## src/rtl/machine_arb_pkg.sv

```systemverilog
// machine_arb_pkg: shared FSM arbiter state encoding and default sizes
package machine_arb_pkg;
    typedef enum logic [1:0] {
        IDLE  = 2'd0,
        CLEAR = 2'd1,
        RUN   = 2'd2,
        DONE  = 2'd3
    } state_t;
    localparam int DEF_NREQ  = 4;
    localparam int DEF_LEN_W = 4;
endpackage

```

## src/rtl/machine_x_arbiter_rr_pick.sv

```systemverilog
// rr_pick: combinational winner select over req; round-robin from ptr when MACHINE_ARB_RR_EN, else lowest index
//   req   - request vector
//   ptr   - search start index (ignored in fixed-priority build)
//   valid - some request is set
//   idx   - index of the winner
module rr_pick
    import machine_arb_pkg::*;
#(
    parameter int NREQ = DEF_NREQ,
    parameter int IW   = $clog2(NREQ)
) (
    input  logic [NREQ-1:0] req,
    input  logic [IW-1:0]   ptr,
    output logic            valid,
    output logic [IW-1:0]   idx
);
`ifdef MACHINE_ARB_RR_EN
    int j;
    // Walk downwards so the candidate closest to ptr is assigned last and wins.
    always_comb begin
        valid = 1'b0;
        idx   = '0;
        j     = 0;
        for (int k = NREQ - 1; k >= 0; k--) begin
            j = (int'(ptr) + k) % NREQ;
            if (req[IW'(j)]) begin
                valid = 1'b1;
                idx   = IW'(j);
            end
        end
    end
`else
    logic unused_ptr;
    assign unused_ptr = ^ptr;
    always_comb begin
        valid = 1'b0;
        idx   = '0;
        for (int k = NREQ - 1; k >= 0; k--) begin
            if (req[k]) begin
                valid = 1'b1;
                idx   = IW'(k);
            end
        end
    end
`endif
endmodule

```

## src/rtl/machine_x_arbiter.sv

```systemverilog
// machine_x_arbiter: shares one serial sequence-detector FSM between NREQ requesters in length-bounded bursts
//   CLK, RESET    - clock, async active-low reset
//   req, bit_in   - per-requester request level and serial bit
//   len           - per-requester burst length (0 means 2^LEN_W)
//   m_f           - detect output of the shared FSM
//   m_x, m_clr_n  - serial input and active-low clear to the shared FSM
//   grant         - one-hot grant, zero when idle
//   done, hit, abort, done_id - one-cycle burst result
// Build option MACHINE_ARB_RR_EN selects round-robin arbitration; default is fixed priority.
module machine_x_arbiter
    import machine_arb_pkg::*;
#(
    parameter int NREQ  = DEF_NREQ,
    parameter int LEN_W = DEF_LEN_W
) (
    input  logic                    CLK,
    input  logic                    RESET,
    input  logic [NREQ-1:0]         req,
    input  logic [NREQ-1:0]         bit_in,
    input  logic [NREQ*LEN_W-1:0]   len,
    input  logic                    m_f,
    output logic                    m_x,
    output logic                    m_clr_n,
    output logic [NREQ-1:0]         grant,
    output logic                    done,
    output logic                    hit,
    output logic                    abort,
    output logic [$clog2(NREQ)-1:0] done_id
);
    localparam int IW = $clog2(NREQ);
    state_t           state, nxt;
    logic [IW-1:0]    idx, ptr, pick_idx;
    logic             pick_v, acc, aborted;
    logic [LEN_W-1:0] len_sel;
    logic [LEN_W:0]   blen, cnt;
    rr_pick #(.NREQ(NREQ), .IW(IW)) u_pick (
        .req   (req),
        .ptr   (ptr),
        .valid (pick_v),
        .idx   (pick_idx)
    );
    assign len_sel = len[int'(pick_idx)*LEN_W +: LEN_W];
    always_ff @(posedge CLK or negedge RESET) begin
        if (!RESET) state <= IDLE;
        else        state <= nxt;
    end
    always_comb begin
        nxt = state;
        case (state)
            IDLE:    nxt = pick_v ? CLEAR : IDLE;
            CLEAR:   nxt = RUN;
            RUN:     nxt = (!req[idx] || cnt == (LEN_W+1)'(1)) ? DONE : RUN;
            DONE:    nxt = IDLE;
            default: nxt = IDLE;
        endcase
    end
    // A zero length field becomes 2^LEN_W through the extra top bit.
    always_ff @(posedge CLK or negedge RESET) begin
        if (!RESET) begin
            idx     <= '0;
            blen    <= '0;
            cnt     <= '0;
            acc     <= 1'b0;
            aborted <= 1'b0;
        end else if (state == IDLE && pick_v) begin
            idx     <= pick_idx;
            blen    <= {len_sel == '0, len_sel};
            aborted <= 1'b0;
        end else if (state == CLEAR) begin
            cnt <= blen;
            acc <= 1'b0;
        end else if (state == RUN) begin
            if (!req[idx]) begin
                aborted <= 1'b1;
            end else begin
                acc <= acc | m_f;
                cnt <= cnt - (LEN_W+1)'(1);
            end
        end
    end
`ifdef MACHINE_ARB_RR_EN
    always_ff @(posedge CLK or negedge RESET) begin
        if (!RESET)                     ptr <= '0;
        else if (state == IDLE && pick_v) ptr <= (pick_idx == IW'(NREQ - 1)) ? '0 : pick_idx + IW'(1);
    end
`else
    assign ptr = '0;
`endif
    assign grant   = (state == CLEAR || state == RUN) ? NREQ'(1) << idx : '0;
    assign m_clr_n = (state != CLEAR);
    assign m_x     = (state == RUN) & bit_in[idx];
    assign done    = (state == DONE);
    // m_f in DONE reflects the last consumed bit, so it joins the accumulator here.
    assign hit     = done & ~aborted & (acc | m_f);
    assign abort   = done & aborted;
    assign done_id = done ? idx : '0;
endmodule
```

## config.mk

```make
export PLATFORM = sky130hd
export DESIGN_NAME = machine_x_arbiter
export DESIGN_NICKNAME = d
export VERILOG_FILES = /design/src/rtl/machine_arb_pkg.sv /design/src/rtl/machine_x_arbiter_rr_pick.sv /design/src/rtl/machine_x_arbiter.sv
export SDC_FILE = /design/constraint.sdc
export NUM_CORES = 1
export LEC_CHECK = 0
export CORE_ASPECT_RATIO = 1.4
export CORE_MARGIN = 5
export CORE_UTILIZATION = 44
export DETAILED_ROUTE_END_ITERATION = 16
export PLACE_DENSITY_LB_ADDON = 0.3
export SLEW_MARGIN = 30
export SYNTH_ARGS = -nofsm -noshare
export SYNTH_HDL_FRONTEND = slang
export SYNTH_HIERARCHICAL = 1
export SYNTH_SLANG_ARGS = --single-unit
```

## constraint.sdc

```tcl
create_clock -name CLK -period 2.39 [get_ports CLK]
set_clock_uncertainty 0.2 [all_clocks]
set_input_delay 0.239 -clock CLK [delete_from_list [all_inputs] [get_ports CLK]]
set_output_delay 0.239 -clock CLK [all_outputs]
set_load 0.03 [all_outputs]
```

## Word level (Yosys, flattened, before mapping)

Index checks and enable logic that the tools add are counted.

| word-level totals | value |
|---|---|
| flip-flop bits (word level) | 16 |
| output and inout bits | 11 |

| operators by class | value |
|---|---|
| mux-type cells | 27 |
| bitwise gates (word level) | 7 |
| order comparisons | 1 |
| eq/ne operators | 7 |
| shift-type cells | 2 |
| add/subtract/negate cells | 1 |
| reductions and logical operators | 11 |

Operators with widths:

| kind | number |
|---|---|
| 16-bit by 5-bit indexed part select with 4-bit output | 1 |
| 1-bit 2-to-1 mux | 15 |
| 5-bit 2-to-1 mux | 3 |
| 2-bit 2-to-1 mux | 5 |
| 2-bit case mux with 4 select lines | 1 |
| 3-bit AND reduction | 2 |
| 2-bit nonzero test | 3 |
| 5-bit by 1-bit == test with 1-bit output (second input constant) | 1 |
| 5-bit by 1-bit subtractor with 5-bit output (second input constant) | 1 |
| 1-bit AND | 4 |
| 1-bit binary-select mux with 2-bit select | 2 |
| 2-bit == test (second input constant) | 2 |
| 4-bit logical NOT | 1 |
| 4-bit 2-to-1 mux | 1 |
| 2-bit inequality test (second input constant) | 2 |
| 1-bit by 2-bit << shifter with 4-bit output (first input constant) | 1 |
| 2-bit by 3-bit < comparator with 1-bit output (second input constant) | 1 |
| 2-bit by 1-bit == test with 1-bit output (second input constant) | 1 |
| 2-bit logical NOT | 1 |
| 1-bit logical OR | 2 |
| 2-bit by 1-bit inequality test with 1-bit output (second input constant) | 1 |
| 1-bit inverter | 2 |
| 1-bit logical AND | 1 |
| 1-bit logical NOT | 1 |
| 1-bit bitwise OR | 1 |

## Longest topological paths before layout

Gate-level depths: netlist of the first run.

| depth | value |
|---|---|
| depth in word-level cells | 7 |
| mapped depth | 6 |
| mapped depth without buffers | 6 |

## Hierarchy

Netlist of the first run, hierarchy kept.

By module, submodules not included:

| module | area each (um2) | times used | cells an instance | sequential area each (um2) |
|---|---|---|---|---|
| machine_x_arbiter | 1046.0 | 1 | 99 | 400.4 |
| rr_pick | 35.0 | 1 | 7 | 0.0 |

## Worst setup path before layout of the first run

OpenSTA, ideal clock, no wires.

| timing path | value |
|---|---|
| kind | input to register |
| start | in req[2] |
| end | reg blen[4] |
| setup slack | 301 ps |
| stages | 5 |
| required time | 2112 ps |
| arrival | 1811 ps |
| cell sequence | nand2b_1 -> a21oi_2 -> mux4_1 -> or4_1 -> o21ai_1 |

| on the way | value |
|---|---|
| cells in the longest elaborated chain, start to end | 5 |

RTL lines:

| what | RTL line | source |
|---|---|---|
| start, declared | machine_x_arbiter.sv:18 | `input logic [NREQ-1:0] req,` |
| 2-bit 2-to-1 mux (3 in a row) | machine_x_arbiter_rr_pick.sv:39 | `if (req[k]) begin` |
| named net pick_idx[0] | machine_x_arbiter.sv:32 | `logic [IW-1:0] idx, ptr, pick_idx;` |
| 16-bit by 5-bit indexed part select with 4-bit output | machine_x_arbiter.sv:42 | `assign len_sel = len[int'(pick_idx)*LEN_W +: LEN_W];` |
| 4-bit logical NOT | machine_x_arbiter.sv:67 | `blen <= {len_sel == '0, len_sel};` |
| end signal, assigned | machine_x_arbiter.sv:67 |  |
| end, declared | machine_x_arbiter.sv:35 | `logic [LEN_W:0] blen, cnt;` |

The timed path passes the listed nets, and every way through them passes these cells.
A chain may end at the register's enable or synchronous reset.

## Final worst setup path of the first run

Same ends and word-level chain as after synthesis.

==> results of run 1 <==
==> metal layers <==
metal	routed length (um)	vias to the layer above	global-route usage, %	share of wire (%)
li1	-	476	-	-
met1	980	479	16.23	39
met2	1382	31	32.23	55
met3	119	2	1.505	4.7
met4	26	0	8.197	1.0
met5	0	-	0	0
==> cell usage in the layout, fill, tap and decap left out, types with 3 or more instances in the layout <==
master / count
buf_4: 9
dlygate4sd2_1: 5
clkbuf_4: 3
mux4_1: 3
inv_1: 7
nor2_1: 7
mux4_2: 3
clkdlybuf4s50_1: 31
nor3b_1: 3
mux2_2: 6
dfrtp_1: 16
nand3_1: 5
a21oi_1: 5
o21ai_0: 3
and2_1: 4
nand2_1: 13
ha_1: 7
or4_1: 3
==> repair_timing <==
item | CTS | global route
endpoints found under the setup margin | 5 | 1
endpoints found under the hold margin | 0 | 0
pin swaps | 0 | 0
hold buffers | 0 | 0
resized for setup | 5 | 1
==> state kept, by name, summed over array words and instances, names as in the netlist <==
name,count
aborted,1
idx,2
acc,1
state,2
blen,5
cnt,5
==> final timing paths <==
check / endpoint / slack [ns] / cells past startpoint / startpoint
worst min register to register: blen[2]$_DFFE_PN0P_ / 0.32 / 1 / blen[2]$_DFFE_PN0P_
worst min-delay path: cnt[4]$_DFFE_PN0P_ / 0.17 / 1 / RESET
max in group asynchronous: blen[3]$_DFFE_PN0P_ / 1.38 / 1 / RESET
min in group CLK: blen[2]$_DFFE_PN0P_ / 0.32 / 1 / blen[2]$_DFFE_PN0P_
worst max register to register: cnt[2]$_DFFE_PN0P_ / 0.38 / 5 / idx[0]$_DFFE_PN0P_
worst max-delay path: blen[4]$_DFFE_PN0P_ / 0.10 / 7 / req[2]
==> per-stage QoR <==
stage | total power (W) | hold WS (ns) | cell area [um2]
after floorplan | 0.001253 | -0.2566 | 1077
after global placement | 0.001606 | 0.2691 | 1525
after detailed placement | 0.001651 | 0.2955 | 1525
after CTS | 0.001767 | 0.1990 | 1541
after global routing | 0.001899 | 0.2360 | 1544
final | 0.001749 | 0.1690 | 1544
==> critical path: cells and delay by family <==
family | cells | cell delay (ns)
AND/OR/NAND/NOR | 2 | 0.64
buffers and inverters | 2 | 0.58
multiplexers | 1 | 0.57
AO/OA/AOI/OAI | 2 | 0.27
==> power groups by stage <==
stage	Sequential, W	Clock (W)	Combinational, W
global route	0.000526	0.000154	0.00122
detailed placement	0.000512	0	0.00114
finish	0.000507	0.000137	0.00110
floorplan	0.000471	0	0.000783
global placement	0.000506	0	0.00110
CTS	0.000507	0.000146	0.00111
==> layout make-up <==
cell class / instances / area (um2) / share of cell area (%)
clock buffers: 3 / 22.52 / 1.459
repair buffers: 46 / 434.2 / 28.12
inverters: 7 / 26.28 / 1.702
flip-flops and latches: 16 / 400.4 / 25.93
multi-input cells: 79 / 631.9 / 40.92
well taps: 23 / 28.78 / 1.864
==> results_dict.tcl, run 1 <==
set metrics [dict create \
    clkPwrFrac_pct 7.8 \
    finalHoldViolations 0 \
    vias_per_cell 5.678 \
    drtAntennaViolNets 0 \
    fp.dieW_um 51.82 \
    cap_violations 0 \
    fmax_ghz 0.4374 \
    critPathLaunchType "primary input" \
    final.setup.worst_slack_ns 0.1037 \
    fillCellCount 202 \
    diodes 0 \
    relSlewSlack_pct 54.03 \
    die_area_mm2 0.003552 \
    fin_cells 174 \
    syn_avg_cell_area_um2 10.26 \
    grt_pass1_wl_mm 4.264 \
    power_switching_w 0.0007845 \
    wl_per_cell_um 14.42 \
    cp_slowest_stage_delay_ns 0.57 \
    clk_latency_ns 0.28 \
    synth.net_count 139 \
    arrival_ns 2.29 \
    gp_congestion 0.8312 \
    die_y_um 68.55 \
    io_pins 38 \
    num_vias 988 \
    io_buffers 37 \
    cts_made_buffers 3 \
    tightest_slew_ns 0.6874 \
    drc 0 \
    place_ws_ns -0.2018 \
    setup_viol 0 \
    ctsRootBufferMaster "clkbuf_4" \
    final_max_slew_viol_count 0 \
    grt_pass1_vias 1022 \
    place_inst 171 \
    core_area_mm2 0.002365 \
    yosys_warnings 6 \
    antenna_found_initial 0 \
    power_density_mw_per_mm2 1133 \
    grt_max_degree 17 \
    syn_to_final_growth_pct 43.32 \
    finalCriticalPeriod_ns 2.286 \
    hp-class "primary input to asynchronous set/reset pin" \
    path_clk_slew_ns 0.09 \
    drive_gt1_share_pct 15.89 \
    p_seq_share_pct 29.0 \
    row_count 21 \
    nets 187 \
    cp_max_fo 5 \
    grt-ovfl-total 0 \
    cp.required_ns 2.40 \
    drt_iter0_markers 16 \
    start_util_pct 45.56 \
    clock_path_buffers 2 \
    post_cts_buffers 0 \
    dp_hpwl_mm 2.080 \
    worst_setup_path_end_kind "flop" \
    synthCells 105 \
    totalWireLength_mm 2.509 \
    rsz0062_at_grt "false" \
    setup_tns_ns 0 \
    htree_num_levels 1 \
    p_sw_share_pct 44.86 \
    worstSetupPathType "primary input to flop" \
    status "finished, final reports clean" \
    combPwrFrac_pct 63.1 \
    slowest_stage "mux4_1" \
    clock_sinks 16 \
    cts_tree "built" \
    p_int_w 0.0009644 \
    peakVddDrop_v 0.0005665 \
    leakagePower_nw 0.7003 \
    syn_area_mm2 0.001077 \
    period_share_pct 95.66 \
    cp_cell_sequence "clkdlybuf4s50_1 > nand2b_1 > a21oi_2 > buf_4 > mux4_1 > or4_1 > o21ai_1" \
    final_util_pct 65.29 \
    gr-usage-all-layers_pct 16.19 \
    first_pass_iters 4 \
]
Power figures use the tool's default switching activity.
==> run 2, diff against run 1 <==
--- a/constraint.sdc
+++ b/constraint.sdc
@@ -3,3 +3,3 @@
 set_input_delay 0.239 -clock CLK [delete_from_list [all_inputs] [get_ports CLK]]
 set_output_delay 0.239 -clock CLK [all_outputs]
-set_load 0.03 [all_outputs]
+set_load 0.01 [all_outputs]
==> run 2 against run 1 <==
Against the previous run:
- critical path depth shrank 3
- first-iteration DRC count up 44%
- die area did not move
- critical path type is now flop to output pin
- sequential share of layout area down 0.27 points
- non-clock buffer count stayed put
- core utilization grew 0.69 points
- largest power group unchanged
- worst hold slack about the same
- setup slack better by 0.0013 ns
- largest cell class unchanged
- via count rose by 0.71%
==> results_dict.tcl, run 2 (synthesis gave the netlist of run 1 again) <==
set metrics [dict create \
    status "finished, final reports clean" \
    arrival_ns 1.85 \
    p_sw_share_pct 40.30 \
    tightest_slew_ns 0.6875 \
    path_clk_slew_ns 0.09 \
    worstSetupPathType "flop to output pin" \
    fmax_ghz 0.4376 \
    placed_area_mm2 0.001525 \
    finalCriticalPeriod_ns 2.285 \
    cts_tree "built" \
    syn_to_final_growth_pct 44.83 \
    final.setup.worst_slack_ns 0.1049 \
    relSlewSlack_pct 54.02 \
    final_max_slew_viol_count 0 \
    io_buffers 37 \
    setup_viol 0 \
    antenna_found_initial 0 \
    grt_max_degree 17 \
    power_density_mw_per_mm2 1091 \
    setup_tns_ns 0 \
    cap_violations 0 \
    worst_setup_path_end_kind "output pin" \
    die_area_mm2 0.003552 \
    totalWireLength_mm 2.506 \
    drt_iter0_markers 23 \
    vias_per_cell 5.718 \
    final_cell_area_mm2 0.001560 \
    layout_commonest_cell "clkdlybuf4s50_1" \
    start_util_pct 45.56 \
    gr-usage-all-layers_pct 16.19 \
    r2r_setup_slack_ns 0.37 \
    combPwrFrac_pct 62.0 \
    grt_pass1_wl_mm 4.264 \
    drive_gt1_share_pct 16.56 \
    nets 187 \
    hp-class "primary input to asynchronous set/reset pin" \
    row_count 21 \
    io_pins 38 \
    num_vias 995 \
    cts_made_buffers 3 \
    peakVddDrop_v 0.0004980 \
    ctsRootBufferMaster "clkbuf_4" \
    grt-ovfl-total 0 \
    finalHoldViolations 0 \
    place_ws_ns -0.2018 \
    critPathLaunchType "flop" \
    multi_input_area_um2 644.4 \
    period_share_pct 95.61 \
    regArea_um2 400.4 \
    cp.required_ns 1.95 \
    diodes 0 \
    dp_hpwl_mm 2.080 \
    clk_latency_ns 0.28 \
    gp_congestion 0.8312 \
    clkPwrFrac_pct 8.1 \
    leakagePower_nw 0.6640 \
    htree_num_levels 1 \
    drc 0 \
    biggestRegsByFlops "blen: 5 flops, cnt: 5 flops" \
    cp_max_fo 7 \
    grt_pass1_vias 1022 \
    final_cell_mix "37 x clkdlybuf4s50_1, 16 x dfrtp_1, 13 x nand2_1" \
    fp.dieW_um 51.82 \
    core_area_mm2 0.002365 \
    clock_path_buffers 2 \
    rsz0062_at_grt "false" \
    wl_per_cell_um 14.40 \
    die_y_um 68.55 \
    p_seq_share_pct 29.9 \
    clock_sinks 16 \
    first_pass_iters 4 \
    power_w 0.001702 \
    drtAntennaViolNets 0 \
    power_switching_w 0.0006860 \
    p_int_w 0.001016 \
    fillCellCount 198 \
]
[run 2: changes by cell type in the layout (fill, tap and decap cells not counted)]
cell             before  now
ha_4                  0    1
clkdlybuf4s50_1      31   37
ha_1                  7    6
dlygate4sd2_1         5    0
dlymetal6s2s_1        1    0
[run 2: power by group through the flow]
| stage | logic (W) | registers [W] | clock network, W |
|---|---|---|---|
| 2_1_floorplan | 0.000673 | 0.000471 | 0 |
| 3_3_place_gp | 0.000991 | 0.000506 | 0 |
| 3_5_place_dp | 0.00103 | 0.000512 | 0 |
| 4_1_cts | 0.00104 | 0.000507 | 0.000146 |
| 5_1_grt | 0.00117 | 0.000526 | 0.000154 |
| 6_report | 0.00106 | 0.000508 | 0.000138 |
[run 2: final cells by class]
cell class | count | share of cell area [%]
clock buffers | 3 | 1.443
inverters | 7 | 1.684
multi-input cells | 79 | 41.30
flip-flops and latches | 16 | 25.66
well taps | 23 | 1.844
repair buffers | 46 | 28.07
[run 2: metal layers]
metal | GRT usage [%] | vias to the layer above | part of all wire (%)
met2 | 32.23 | 31 | 54
met5 | 0 | - | 0
met4 | 8.197 | 0 | 1.0
li1 | - | 476 | -
met1 | 16.23 | 486 | 40
met3 | 1.505 | 2 | 4.9
[run 2: path summary, 6_finish.rpt]
| kind | cells after the start | end | start |
|---|---|---|---|
| setup / recovery | 4 | grant[0] | state[0]$_DFF_PN0_ |
| hold / removal | 1 | cnt[4]$_DFFE_PN0P_ | RESET |
| setup reg to reg | 5 | cnt[2]$_DFFE_PN0P_ | idx[0]$_DFFE_PN0P_ |
| hold reg to reg | 1 | blen[2]$_DFFE_PN0P_ | blen[2]$_DFFE_PN0P_ |
| max in group asynchronous | 1 | blen[3]$_DFFE_PN0P_ | RESET |
| min in group CLK | 1 | blen[2]$_DFFE_PN0P_ | blen[2]$_DFFE_PN0P_ |
[run 2: timing repair]
| item | in CTS | in global routing |
|---|---|---|
| hold buffers | 0 | 0 |
| buffers inserted | 0 | 0 |
| hold endpoints to repair | 0 | 0 |
| setup endpoints to repair | 1 | 3 |
| gates resized for setup | 1 | 1 |
| pin swaps | 0 | 0 |
[run 2: through the flow]
step | hold WS, ns | utilization [%] | std cells
global route | 0.2360 | 65.98 | 174
finish | 0.1687 | 65.98 | 174
global placement | 0.2691 | 64.50 | 171
CTS | 0.1990 | 65.56 | 174
floorplan | -0.2566 | - | 105
detailed placement | 0.2955 | 64.50 | 171
[run 2: critical path: stages, from the launching register on]
cell	delay [ns]
dfrtp_1	0.40
inv_1	0.12
ha_4	0.31
nor3b_1	0.17
clkdlybuf4s50_1	0.56
==> run 3, diff against run 2 <==
CELL_PAD_IN_SITES_DETAIL_PLACEMENT = 2   (was default)
CELL_PAD_IN_SITES_GLOBAL_PLACEMENT = 2   (was default)
CORE_UTILIZATION = 26   (was 44)
==> run 3 against run 2 <==
Against the previous run:
- sequential share of layout area shrank 0.91 points
- sequential power grew 4.1%
- via count grew 1.2%
- fmax shrank 2.4%
- routed wire length grew 35%
- setup slack lost 0.056 ns
- power grew 7.3%
- largest cell class unchanged
==> results_dict.tcl, run 3 (synthesis gave the netlist of run 1 again) <==
set metrics [dict create \
    clock_path_buffers 2 \
    rsz0062_at_grt "true" \
    drive_gt1_share_pct 18.30 \
    clk_latency_ns 0.25 \
    setup_tns_ns 0 \
    tightest_slew_ns 0.7630 \
    r2r_start "idx[0]$_DFFE_PN0P_" \
    path_delay_family "multiplexers" \
    path_clk_slew_ns 0.06 \
    antenna_found_initial 0 \
    gr-usage-all-layers_pct 12.69 \
    cp_slowest_stage_delay_ns 0.56 \
    hp-class "primary input to asynchronous set/reset pin" \
    final.setup.worst_slack_ns 0.04879 \
    worstSetupPathType "flop to output pin" \
    post_cts_buffers 0 \
    vias_per_cell 5.138 \
    grt-ovfl-total 0 \
    period_share_pct 97.96 \
    leakagePower_nw 0.6820 \
    gp_congestion 0.7536 \
    biggestRegsByFlops "blen: 5 flops, cnt: 5 flops" \
    cts_tree "built" \
    cp.required_ns 1.95 \
    fp.dieW_um 64.40 \
    io_buffers 37 \
    io_pins 38 \
    relSlewSlack_pct 48.97 \
    grt_pass1_wl_mm 5.492 \
    num_vias 1007 \
    worstReg2RegEnd "cnt[2]$_DFFE_PN0P_" \
    final_cell_mix "36 x clkdlybuf4s50_1, 16 x dfrtp_1, 13 x nand2_1" \
    finalCriticalPeriod_ns 2.341 \
    power_density_mw_per_mm2 1129 \
    finalHoldViolations 0 \
    start_util_pct 27.02 \
    cts_made_buffers 3 \
    core_area_mm2 0.003986 \
    cp_max_fo 4 \
    fillCellCount 443 \
    place_ws_ns -0.2191 \
    die_area_mm2 0.005549 \
    row_count 27 \
    power_w 0.001827 \
    grt_pass1_vias 1196 \
    fmax_ghz 0.4271 \
    peakVddDrop_v 0.0003114 \
    r2r_setup_slack_ns 0.44 \
    clock_sinks 16 \
    r2r_cells 4 \
    die_y_um 86.16 \
    dp_hpwl_mm 2.833 \
    final_max_slew_viol_count 0 \
    cap_violations 0 \
    nets 189 \
    cp_cell_sequence "mux4_1 > and2_1 > clkdlybuf4s50_1" \
    drc 0 \
    slowest_stage "mux4_1" \
    syn_to_final_growth_pct 50.17 \
    worst_setup_path_end_kind "output pin" \
    grt_max_degree 17 \
    drt_iter0_markers 21 \
    layout_commonest_cell "clkdlybuf4s50_1" \
    setup_viol 0 \
    ctsRootBufferMaster "clkbuf_8" \
    arrival_ns 1.90 \
    totalWireLength_mm 3.379 \
    drtAntennaViolNets 0 \
    critPathLaunchType "flop" \
    wl_per_cell_um 17.24 \
    crit_buf_inv 1 \
    cts_hold_buffers 0 \
    status "finished, final reports clean" \
    htree_num_levels 1 \
    first_pass_iters 3 \
    diodes 0 \
]
## run 3: cell count changes in the layout (fill, tap and decap cells not counted), sizes merged
cell	before	now
clkdlybuf4s50	37	36
buf	9	11
dlygate4sd2	0	1
## run 3: layer usage
layer  GRT usage (%)  routed length, um
met5               0                  0
met4           5.192                 61
met3           1.835                133
met2           25.38               1894
met1           12.70               1289
## run 3: worst register-to-register path, delay by kind of cell (launching register included)
family	cells	cell delay [ns]
compound gates	2	0.36
mux	1	0.66
simple gates	1	0.20
flops	1	0.45
## run 3: through the flow
stage	util, %	instance area (um2)	instances	hold WS (ns)
after CTS	40.33	1608	196	0.2526
after detailed placement	39.27	1565	193	0.3032
after global placement	39.27	1565	193	0.2790
final	40.58	1618	196	0.2349
after floorplan	-	1077	105	-0.2566
after global routing	40.58	1618	196	0.2782
## run 3: worst max-delay path by stage
stage / from / endpoint / slack, ns / depth (start not counted)
after floorplan: req[2] / blen[4]$_DFFE_PN0P_ / 0.30 / 5
after global placement: req[2] / blen[4]$_DFFE_PN0P_ / -0.12 / 7
after detailed placement: req[2] / blen[4]$_DFFE_PN0P_ / -0.22 / 7
after CTS: idx[0]$_DFFE_PN0P_ / m_x / 0.03 / 3
after global routing: idx[0]$_DFFE_PN0P_ / m_x / -0.006 / 3
final: idx[0]$_DFFE_PN0P_ / m_x / 0.05 / 3
## run 3: final cells by class
class | instances | area, um2 | area share [%]
multi-input combinational | 79 | 640.6 | 39.60
inverter | 7 | 26.28 | 1.624
sequential | 16 | 400.4 | 24.75
timing repair buffer | 48 | 455.4 | 28.15
clock buffer | 3 | 41.29 | 2.552
tap | 43 | 53.80 | 3.326
## run 3: report_power, final
part	switching, W	total, W	internal (W)
logic	0.000539	0.00110	0.000558
clock network	0.0000897	0.000202	0.000112
registers	0.000128	0.000529	0.000400
total	0.000757	0.00183	0.00107
## run 3: timing repair
action	in CTS	in global routing
setup endpoints to repair	1	3
pin swaps	0	1
gates resized for setup	2	3
